$ cat src/rtl/rom_pkg.sv
// Shared constants and content function for the dual-port handshake ROM.
// Build option: define ROM_PARITY_EN to add even-parity response outputs.
package rom_pkg;

  localparam int DEF_DATA_W      = 8;
  localparam int DEF_ADDR_W      = 3;
  localparam int DEF_INIT_OFFSET = 3;

  localparam int FIFO_DEPTH = 2;

  // Untruncated content value; callers keep the low DATA_W bits so wrap-around is silent.
  function automatic logic [31:0] rom_word(input logic [31:0] addr,
                                           input logic [31:0] offset = DEF_INIT_OFFSET);
    return addr + offset;
  endfunction

endpackage

$ cat src/rtl/rom_port.sv
// One read port: constant ROM lookup feeding a 2-entry response FIFO with
// valid/ready handshakes on both the request and the response side.
module rom_port
  import rom_pkg::*;
#(
  parameter int DATA_W      = DEF_DATA_W,
  parameter int ADDR_W      = DEF_ADDR_W,
  parameter int INIT_OFFSET = DEF_INIT_OFFSET
) (
  input  logic              clk,
  input  logic              rst,
  input  logic              req_valid,
  input  logic [ADDR_W-1:0] req_addr,
  output logic              req_ready,
  output logic              resp_valid,
  output logic [DATA_W-1:0] resp_data,
  input  logic              resp_ready
);

  localparam int DEPTH = 2 ** ADDR_W;

  logic [DATA_W-1:0] rom_mem [DEPTH];

  generate
    for (genvar gi = 0; gi < DEPTH; gi++) begin : g_rom
      localparam logic [31:0] WORD_FULL = rom_word(gi, INIT_OFFSET);
      assign rom_mem[gi] = WORD_FULL[DATA_W-1:0];
    end
  endgenerate

  logic [DATA_W-1:0] fifo_mem_reg [FIFO_DEPTH];
  logic              wr_ptr_reg;
  logic              wr_ptr_next;
  logic              rd_ptr_reg;
  logic              rd_ptr_next;
  logic [1:0]        count_reg;
  logic [1:0]        count_next;

  logic accept;
  logic pop;

  // Ready comes only from registered occupancy so there is no path from resp_ready.
  assign req_ready  = (count_reg != 2'd2);
  assign resp_valid = (count_reg != 2'd0);
  assign resp_data  = resp_valid ? fifo_mem_reg[rd_ptr_reg] : '0;

  assign accept = req_valid && req_ready;
  assign pop    = resp_valid && resp_ready;

  always_comb begin
    wr_ptr_next = wr_ptr_reg;
    rd_ptr_next = rd_ptr_reg;
    count_next  = count_reg;
    if (accept) begin
      wr_ptr_next = ~wr_ptr_reg;
    end
    if (pop) begin
      rd_ptr_next = ~rd_ptr_reg;
    end
    if (accept && !pop) begin
      count_next = count_reg + 2'd1;
    end else if (pop && !accept) begin
      count_next = count_reg - 2'd1;
    end
  end

  always_ff @(posedge clk) begin
    if (rst) begin
      wr_ptr_reg <= 1'b0;
      rd_ptr_reg <= 1'b0;
      count_reg  <= 2'd0;
    end else begin
      wr_ptr_reg <= wr_ptr_next;
      rd_ptr_reg <= rd_ptr_next;
      count_reg  <= count_next;
    end
  end

  // Storage needs no reset: an entry is only visible once count covers it.
  always_ff @(posedge clk) begin
    if (!rst && accept) begin
      fifo_mem_reg[wr_ptr_reg] <= rom_mem[req_addr];
    end
  end

endmodule

$ cat src/rtl/dualport_rom_hs.sv
// Dual-port handshake ROM: two fully independent rom_port instances.
// Build option: ROM_PARITY_EN adds resp_par_a/resp_par_b (even parity of resp_data).
module dualport_rom_hs
  import rom_pkg::*;
#(
  parameter int DATA_W      = DEF_DATA_W,
  parameter int ADDR_W      = DEF_ADDR_W,
  parameter int INIT_OFFSET = DEF_INIT_OFFSET
) (
  input  logic              clk,
  input  logic              rst,
  input  logic              req_valid_a,
  input  logic [ADDR_W-1:0] req_addr_a,
  output logic              req_ready_a,
  output logic              resp_valid_a,
  output logic [DATA_W-1:0] resp_data_a,
  input  logic              resp_ready_a,
`ifdef ROM_PARITY_EN
  output logic              resp_par_a,
  output logic              resp_par_b,
`endif
  input  logic              req_valid_b,
  input  logic [ADDR_W-1:0] req_addr_b,
  output logic              req_ready_b,
  output logic              resp_valid_b,
  output logic [DATA_W-1:0] resp_data_b,
  input  logic              resp_ready_b
);

  rom_port #(
    .DATA_W      (DATA_W),
    .ADDR_W      (ADDR_W),
    .INIT_OFFSET (INIT_OFFSET)
  ) u_port_a (
    .clk        (clk),
    .rst        (rst),
    .req_valid  (req_valid_a),
    .req_addr   (req_addr_a),
    .req_ready  (req_ready_a),
    .resp_valid (resp_valid_a),
    .resp_data  (resp_data_a),
    .resp_ready (resp_ready_a)
  );

  rom_port #(
    .DATA_W      (DATA_W),
    .ADDR_W      (ADDR_W),
    .INIT_OFFSET (INIT_OFFSET)
  ) u_port_b (
    .clk        (clk),
    .rst        (rst),
    .req_valid  (req_valid_b),
    .req_addr   (req_addr_b),
    .req_ready  (req_ready_b),
    .resp_valid (resp_valid_b),
    .resp_data  (resp_data_b),
    .resp_ready (resp_ready_b)
  );

`ifdef ROM_PARITY_EN
  // resp_data is zero when invalid, so parity is naturally 0 then.
  assign resp_par_a = ^resp_data_a;
  assign resp_par_b = ^resp_data_b;
`endif

endmodule

$ cat config.mk
export PLATFORM = sky130hd
export DESIGN_NAME = dualport_rom_hs
export DESIGN_NICKNAME = d
export VERILOG_FILES = /design/src/rtl/rom_pkg.sv /design/src/rtl/rom_port.sv /design/src/rtl/dualport_rom_hs.sv
export SDC_FILE = /design/constraint.sdc
export NUM_CORES = 1
export LEC_CHECK = 0
export ABC_CLOCK_PERIOD_IN_PS = 1500
export CAP_MARGIN = 25
export CORE_MARGIN = 3
export CORE_UTILIZATION = 40
export CTS_CLUSTER_SIZE = 40
export DETAILED_ROUTE_END_ITERATION = 7
export GPL_ROUTABILITY_DRIVEN = 1
export PLACE_DENSITY = 0.7
export SLEW_MARGIN = 20
export SYNTH_ARGS = -nofsm -noshare
export SYNTH_HDL_FRONTEND = slang
export SYNTH_SLANG_ARGS = --single-unit
$ cat constraint.sdc
create_clock -name clk -period 1.5 [get_ports clk]
set_input_delay 0.225 -clock clk [delete_from_list [all_inputs] [get_ports clk]]
set_output_delay 0.225 -clock clk [all_outputs]
set_load 0.02 [all_outputs]
==> key figures, run 1 <==
Synthesis
  • Yosys cell types: 17
  • Yosys top cell area share: 0.390
  • Post-synth top area cell: edfxtp_1
  • Synth top area cells: edfxtp_1 (39%), dfxtp_1 (16%), mux2i_1 (7.3%)
  • Post-Syn Instances: between 100 and 150
  • Synth Cell Area: approximately 0.0012 mm²
  • Warnings, synthesis: 0
  • Syn Area/Cell: 10.6 µm²
  • Seq/Total Area, Yosys: 0.553
  • Yosys reg bits: 26

Power
  • Switch share: 0.374
  • Sequential power share: 0.405
  • Gate power share: 0.484
  • Total Power: 2.58 mW
  • Net switching power: 966 µW
  • PwrDens: 1590 mW/mm²
  • Max VDD drop: 0.738 mV
  • Leak: roughly 0.71 nW
  • Cell internal pwr: 1.62 mW
  • Clock share of power: 0.111

Layout
  • Share of cells above drive strength 1: 0.305
  • Fill count: about 250
  • Synth-to-layout area growth: 31.9%
  • Design Area, Final: 0.00162 mm²
  • Leading cell type in the layout, fill and taps excluded: buf_4
  • Final Core Density: 0.569
  • Final-stage net count: approximately 170
  • Diodes inserted: 0
  • Most frequent cells in the layout: buf_4 (17), nor2_1 (16), edfxtp_1 (16), inv_1 (11), clkdlybuf4s50_1 (11)

STA
  • Hold WS: between 0.5 and 0.6 ns
  • Final worst slack: -0.00658 ns
  • RSZ-0062 raised after global routing: yes
  • Clock Skews: 0.00644 ns
  • Max Freq: around 0.66 GHz
  • Fin crit period: about 1.5 ns
  • Period utilisation layout: 1.00
  • Hold Vio Cnt, Final: 0
  • Final Max Tran Viols: 0
  • Final setup vio count: 1

Critical path
  • Worst path arrival time: about 1.8 ns
  • Worst R2R Path Depth: 8
  • Worst-path fanout max: 5
  • Critical path endpoint category: flop
  • CP max-delay cell: dfxtp_4
  • Top Family by Delay on Critical Path: simple AND/OR/NAND/NOR gates
  • Worst path bufs/invs: 2
  • Startpoint types: flop
  • Type of the worst setup path: reg2reg
  • Worst path cell trace: nor2b_4 > inv_4 > nand2_2 > inv_2 > ha_4 > xor2_1 > or3_1 > a21oi_1
  • CP max stage delay: between 0.3 and 0.4 ns
  • Worst path depth: 8
  • Critical Path RT: about 1.7 ns

Floorplanning
  • Die Footprint: ~0.0038 mm²
  • Core ar.: between 0.002 and 0.003 mm²
  • Initial Util: 0.432
  • Die span in x: between 60 and 70 µm
  • I/O pin count: 32
  • Row cnt: 19
  • Die Y-Extent: ~60 µm

Global routing
  • GRT overflow: 0
  • Number of global-route vias before repair: around 800
  • GRT Overall Usage: 0.121
  • First-pass GRT wire length: 3420 µm
  • Initial antenna violation count: 0
  • Largest net degree at the start of global routing: 14

Routing
  • Post-Route WL: 2070 µm
  • Number of DRC markers in iteration 0: 16
  • Wire per inst: ~11 µm
  • DR DRC count: 0
  • Routed Antenna Nets: 0
  • First drt pass iteration count: 4
  • DR vias: roughly 840
  • Via-per-instance ratio: between 4 and 5

Placement
  • Dpl ws: -0.191 ns
  • Area after DPL: between 0.0015 and 0.002 mm²
  • Routability cong.: approximately 0.7
  • Final HPWL from detailed placement: approximately 1700 µm
  • Quantity of I/O buffers inserted on ports: 23

Clock tree
  • H-tree depth: 1
  • Clk root buf: clkbuf_4
  • Clk buf depth: 2
  • CTS Buf Count: 3
  • Clock Sinks: 26
  • Worst-skew pair later-pin latency: a little over 0.3 ns
  • Clock slew at the register clock pins of the worst setup and hold paths: 0.13 ns
  • CTS tree: done

Flow run
  • MaxCap Viol Count: 0

Status
  • Violated checks: negative setup slack
  • Outcome: finished with violations

Worst hold path
  • Worst min path class: reg2reg
  • Hold depth: 2
## worst reg2reg max path, stage by stage, from the launching register on
cell,delay (ns)
dfxtp_4,0.39
nor2b_4,0.17
inv_4,0.04
nand2_2,0.07
inv_2,0.05
ha_4,0.15
xor2_1,0.14
or3_1,0.31
a21oi_1,0.13
## stage by stage
step	std cells	TNS [ns]
floorplan	123	0
global placement	180	-0.687
detailed placement	180	-1.08
CTS	185	-0.0196
global route	185	-0.0877
finish	185	-0.00658
## final cells by class
class / instances / area (µm²) / share of cell area
flip-flops and latches: 26 / 698 / 0.430
multi-input cells: 71 / 505 / 0.311
repair buffers: 39 / 300 / 0.185
inverters: 15 / 58.8 / 0.0362
well taps: 31 / 38.8 / 0.0239
clock buffers: 3 / 22.5 / 0.0139
## logic make-up after synthesis
kind of cell | count (synthesis) | synth area share
simple gates | 31 | 0.119
flops | 26 | 0.553
buf+inv | 26 | 0.104
compound gates | 11 | 0.0447
mux | 9 | 0.0732
fa+ha+maj | 6 | 0.0610
xor+xnor | 6 | 0.0427
other cells | 1 | 0.00305
## final timing paths
check	endpoint	slack (ns)	start
worst min-delay path	u_port_a.wr_ptr_reg$_SDFFE_PP0P_	0.51	u_port_a.wr_ptr_reg$_SDFFE_PP0P_
worst max-delay path	u_port_b.count_reg[1]$_SDFFE_PP0P_	-0.007	u_port_b.count_reg[1]$_SDFFE_PP0P_
worst max register to register	u_port_b.count_reg[1]$_SDFFE_PP0P_	-0.007	u_port_b.count_reg[1]$_SDFFE_PP0P_
worst min register to register	u_port_a.wr_ptr_reg$_SDFFE_PP0P_	0.51	u_port_a.wr_ptr_reg$_SDFFE_PP0P_
## repair_timing
item                                    in CTS  in global routing
pin swaps                                    2                  0
endpoints found under the setup margin      14                 10
setup buffers                                2                  0
resized for setup                           43                 11
hold buffers                                 0                  0
## power groups by stage
stage	sequential (mW)	combinational, mW	clock (mW)
after floorplan	1.00	0.777	0
after global placement	1.04	1.28	0
after detailed placement	1.05	1.31	0
after CTS	1.05	1.27	0.298
after global routing	1.07	1.38	0.325
final	1.05	1.25	0.286
## per-layer routing
layer | GRT usage | wire length (µm) | vias up
met1 | 0.155 | 901 | 383
li1 | - | - | 441
met2 | 0.203 | 1100 | 18
met4 | 0.0545 | 16 | 0
met3 | 0.0126 | 53 | 2
met5 | 0 | 0 | -
## cells in the mapped netlist
cell      number
nor3b_1        2
xor2_1         6
conb_1         1
ha_1           6
inv_1         15
buf_4          8
mux2i_1        9
nor2b_1        4
dfxtp_1       10
o21ai_0        7
nand2_1        3
nor2_1        16
a21oi_1        4
or3_1          4
clkbuf_1       3
edfxtp_1      16
nor3_1         2
Power figures use the tool's default switching activity.
==> run 2, diff against run 1 <==
--- a/config.mk
+++ b/config.mk
@@ -7,6 +7,7 @@
 export LEC_CHECK = 0
 export ABC_CLOCK_PERIOD_IN_PS = 1500
 export CAP_MARGIN = 25
+export CORE_ASPECT_RATIO = 2
 export CORE_MARGIN = 3
 export CORE_UTILIZATION = 40
 export CTS_CLUSTER_SIZE = 40
==> run 2 against run 1 <==
- the run still ends with negative setup slack left
- fmax down 2.8%
- flip-flop and latch count unchanged
- non-clock buffer count down 1
- critical endpoint unchanged
- highest routed layer unchanged
==> key figures, run 2 (same netlist as run 1, synthesis figures left out) <==
Power
  • Leak: slightly above 0.7 nW
  • Total Power: ~2.7 mW
  • Clock share of power: 0.144
  • Gate power share: 0.465
  • Max VDD drop: between 1 and 1.5 mV
  • Sequential power share: 0.391
  • Cell internal pwr: ~1.7 mW
  • Net switching power: ~970 µW
  • PwrDens: 1620 mW/mm²
  • Switch share: 0.365

STA
  • Period utilisation layout: 1.03
  • Max Freq: about 0.65 GHz
  • RSZ-0062 raised after global routing: yes
  • Final worst slack: -0.0496 ns
  • Clock Skews: ~0.0024 ns
  • Final setup vio count: 1
  • Final Max Tran Viols: 0
  • TNS Setup: -0.0496 ns
  • Hold Vio Cnt, Final: 0
  • Fin crit period: about 1.5 ns

Flow run
  • MaxCap Viol Count: 0

Floorplanning
  • Initial Util: 0.434
  • Die Footprint: between 0.003 and 0.004 mm²
  • Die Y-Extent: roughly 84 µm
  • Die span in x: roughly 45 µm
  • Core ar.: between 0.002 and 0.003 mm²
  • Row cnt: 27
  • I/O pin count: 32

Clock tree
  • CTS tree: done
  • H-tree depth: 1
  • Clk buf depth: 2
  • Clock Sinks: 26
  • Worst-skew pair later-pin latency: around 0.26 ns
  • Clk root buf: clkbuf_8
  • Clock slew at the register clock pins of the worst setup and hold paths: about 0.08 ns
  • CTS Buf Count: 3
  • Cts-stage hold buffer count: 0

Global routing
  • Grt met2 use: 0.258
  • First-pass GRT wire length: ~3600 µm
  • M3 GR Usage: 0.0215
  • Number of global-route vias before repair: 919
  • GRT Overall Usage: 0.127
  • M1 GR Usage: 0.102
  • GRT overflow: 0
  • Grt peak-use layer: met2
  • Largest net degree at the start of global routing: 15
  • Initial antenna violation count: 0

Placement
  • Dpl cells: ~180
  • Final HPWL from detailed placement: roughly 1800 µm
  • Area after DPL: roughly 0.0016 mm²
  • Quantity of I/O buffers inserted on ports: 23
  • Dpl ws: -0.182 ns
  • Routability cong.: 0.745

Routing
  • Wire per inst: about 12 µm
  • Via-per-instance ratio: 4.77
  • DR vias: around 870
  • Number of DRC markers in iteration 0: 14
  • First drt pass iteration count: 4
  • Routed Antenna Nets: 0
  • Post-Route WL: approximately 2200 µm
  • DR DRC count: 0

Layout
  • Final-stage net count: 173
  • Fill count: approximately 260
  • Synth-to-layout area growth: 32.8%
  • Share of cells above drive strength 1: 0.279
  • Diodes inserted: 0
  • Design Area, Final: between 0.0015 and 0.002 mm²
  • Final std cells w/o fill: roughly 180
  • Most frequent cells in the layout: nor2_1 (16), edfxtp_1 (16), buf_4 (15), inv_1 (11), clkdlybuf4s50_1 (11)

Critical path
  • Critical Path RT: about 1.7 ns
  • Worst-path fanout max: 5
  • Type of the worst setup path: reg2reg
  • Critical path endpoint category: flop
  • Worst path arrival time: 1.74 ns
  • Startpoint types: flop

Status
  • Outcome: finished with violations
  • Violated checks: negative setup slack

Worst hold path
  • Worst min path class: reg2reg
[run 2: worst paths after layout]
check,from,endpoint,slack [ns],cells past startpoint
worst max-delay path,u_port_b.count_reg[0]$_SDFFE_PP0P_,u_port_b.count_reg[1]$_SDFFE_PP0P_,-0.05,4
worst min-delay path,u_port_a.wr_ptr_reg$_SDFFE_PP0P_,u_port_a.wr_ptr_reg$_SDFFE_PP0P_,0.51,2
worst max register to register,u_port_b.count_reg[0]$_SDFFE_PP0P_,u_port_b.count_reg[1]$_SDFFE_PP0P_,-0.05,4
worst min register to register,u_port_a.wr_ptr_reg$_SDFFE_PP0P_,u_port_a.wr_ptr_reg$_SDFFE_PP0P_,0.51,2
[run 2: timing repair]
| item | CTS | global route |
|---|---|---|
| buffers inserted | 1 | 0 |
| endpoints found under the setup margin | 14 | 11 |
| pin swaps | 2 | 0 |
| resized for setup | 29 | 10 |
| cloned | 0 | 0 |
[run 2: metal layers]
layer	wire, µm	share of wire	vias up
li1	-	-	441
met1	688	0.31	401
met2	1360	0.62	25
met3	100	0.046	5
met4	48	0.022	0
met5	0	0	-
[run 2: worst max-delay path, cell delays in order (launching register included)]
cell     delay [ns]
dfxtp_4        0.37
o21ai_1        0.29
ha_4           0.27
or3_1          0.39
a21oi_2        0.15
[run 2: per-stage QoR]
step                 util  hold slack (ns)
finish              0.576            0.506
global route        0.576            0.526
CTS                 0.581            0.508
detailed placement  0.563            0.496
global placement    0.563            0.479
floorplan               -            0.422
[run 2: area by class of cell]
| class | instances | area, µm² | area share |
|---|---|---|---|
| Sequential cell | 26 | 691 | 0.422 |
| Multi-Input combinational cell | 71 | 493 | 0.301 |
| Timing Repair Buffer | 38 | 312 | 0.191 |
| Inverter | 15 | 58.8 | 0.0360 |
| Clock buffer | 3 | 41.3 | 0.0252 |
| Tap cell | 29 | 36.3 | 0.0222 |
| Clock inverter | 1 | 3.75 | 0.00230 |
[run 2: power by group through the flow]
stage / logic (mW) / registers (mW) / clock network [mW]
floorplan: 0.777 / 1.00 / 0
global placement: 1.27 / 1.04 / 0
detailed placement: 1.32 / 1.05 / 0
CTS: 1.26 / 1.03 / 0.399
global route: 1.36 / 1.06 / 0.429
finish: 1.24 / 1.04 / 0.383
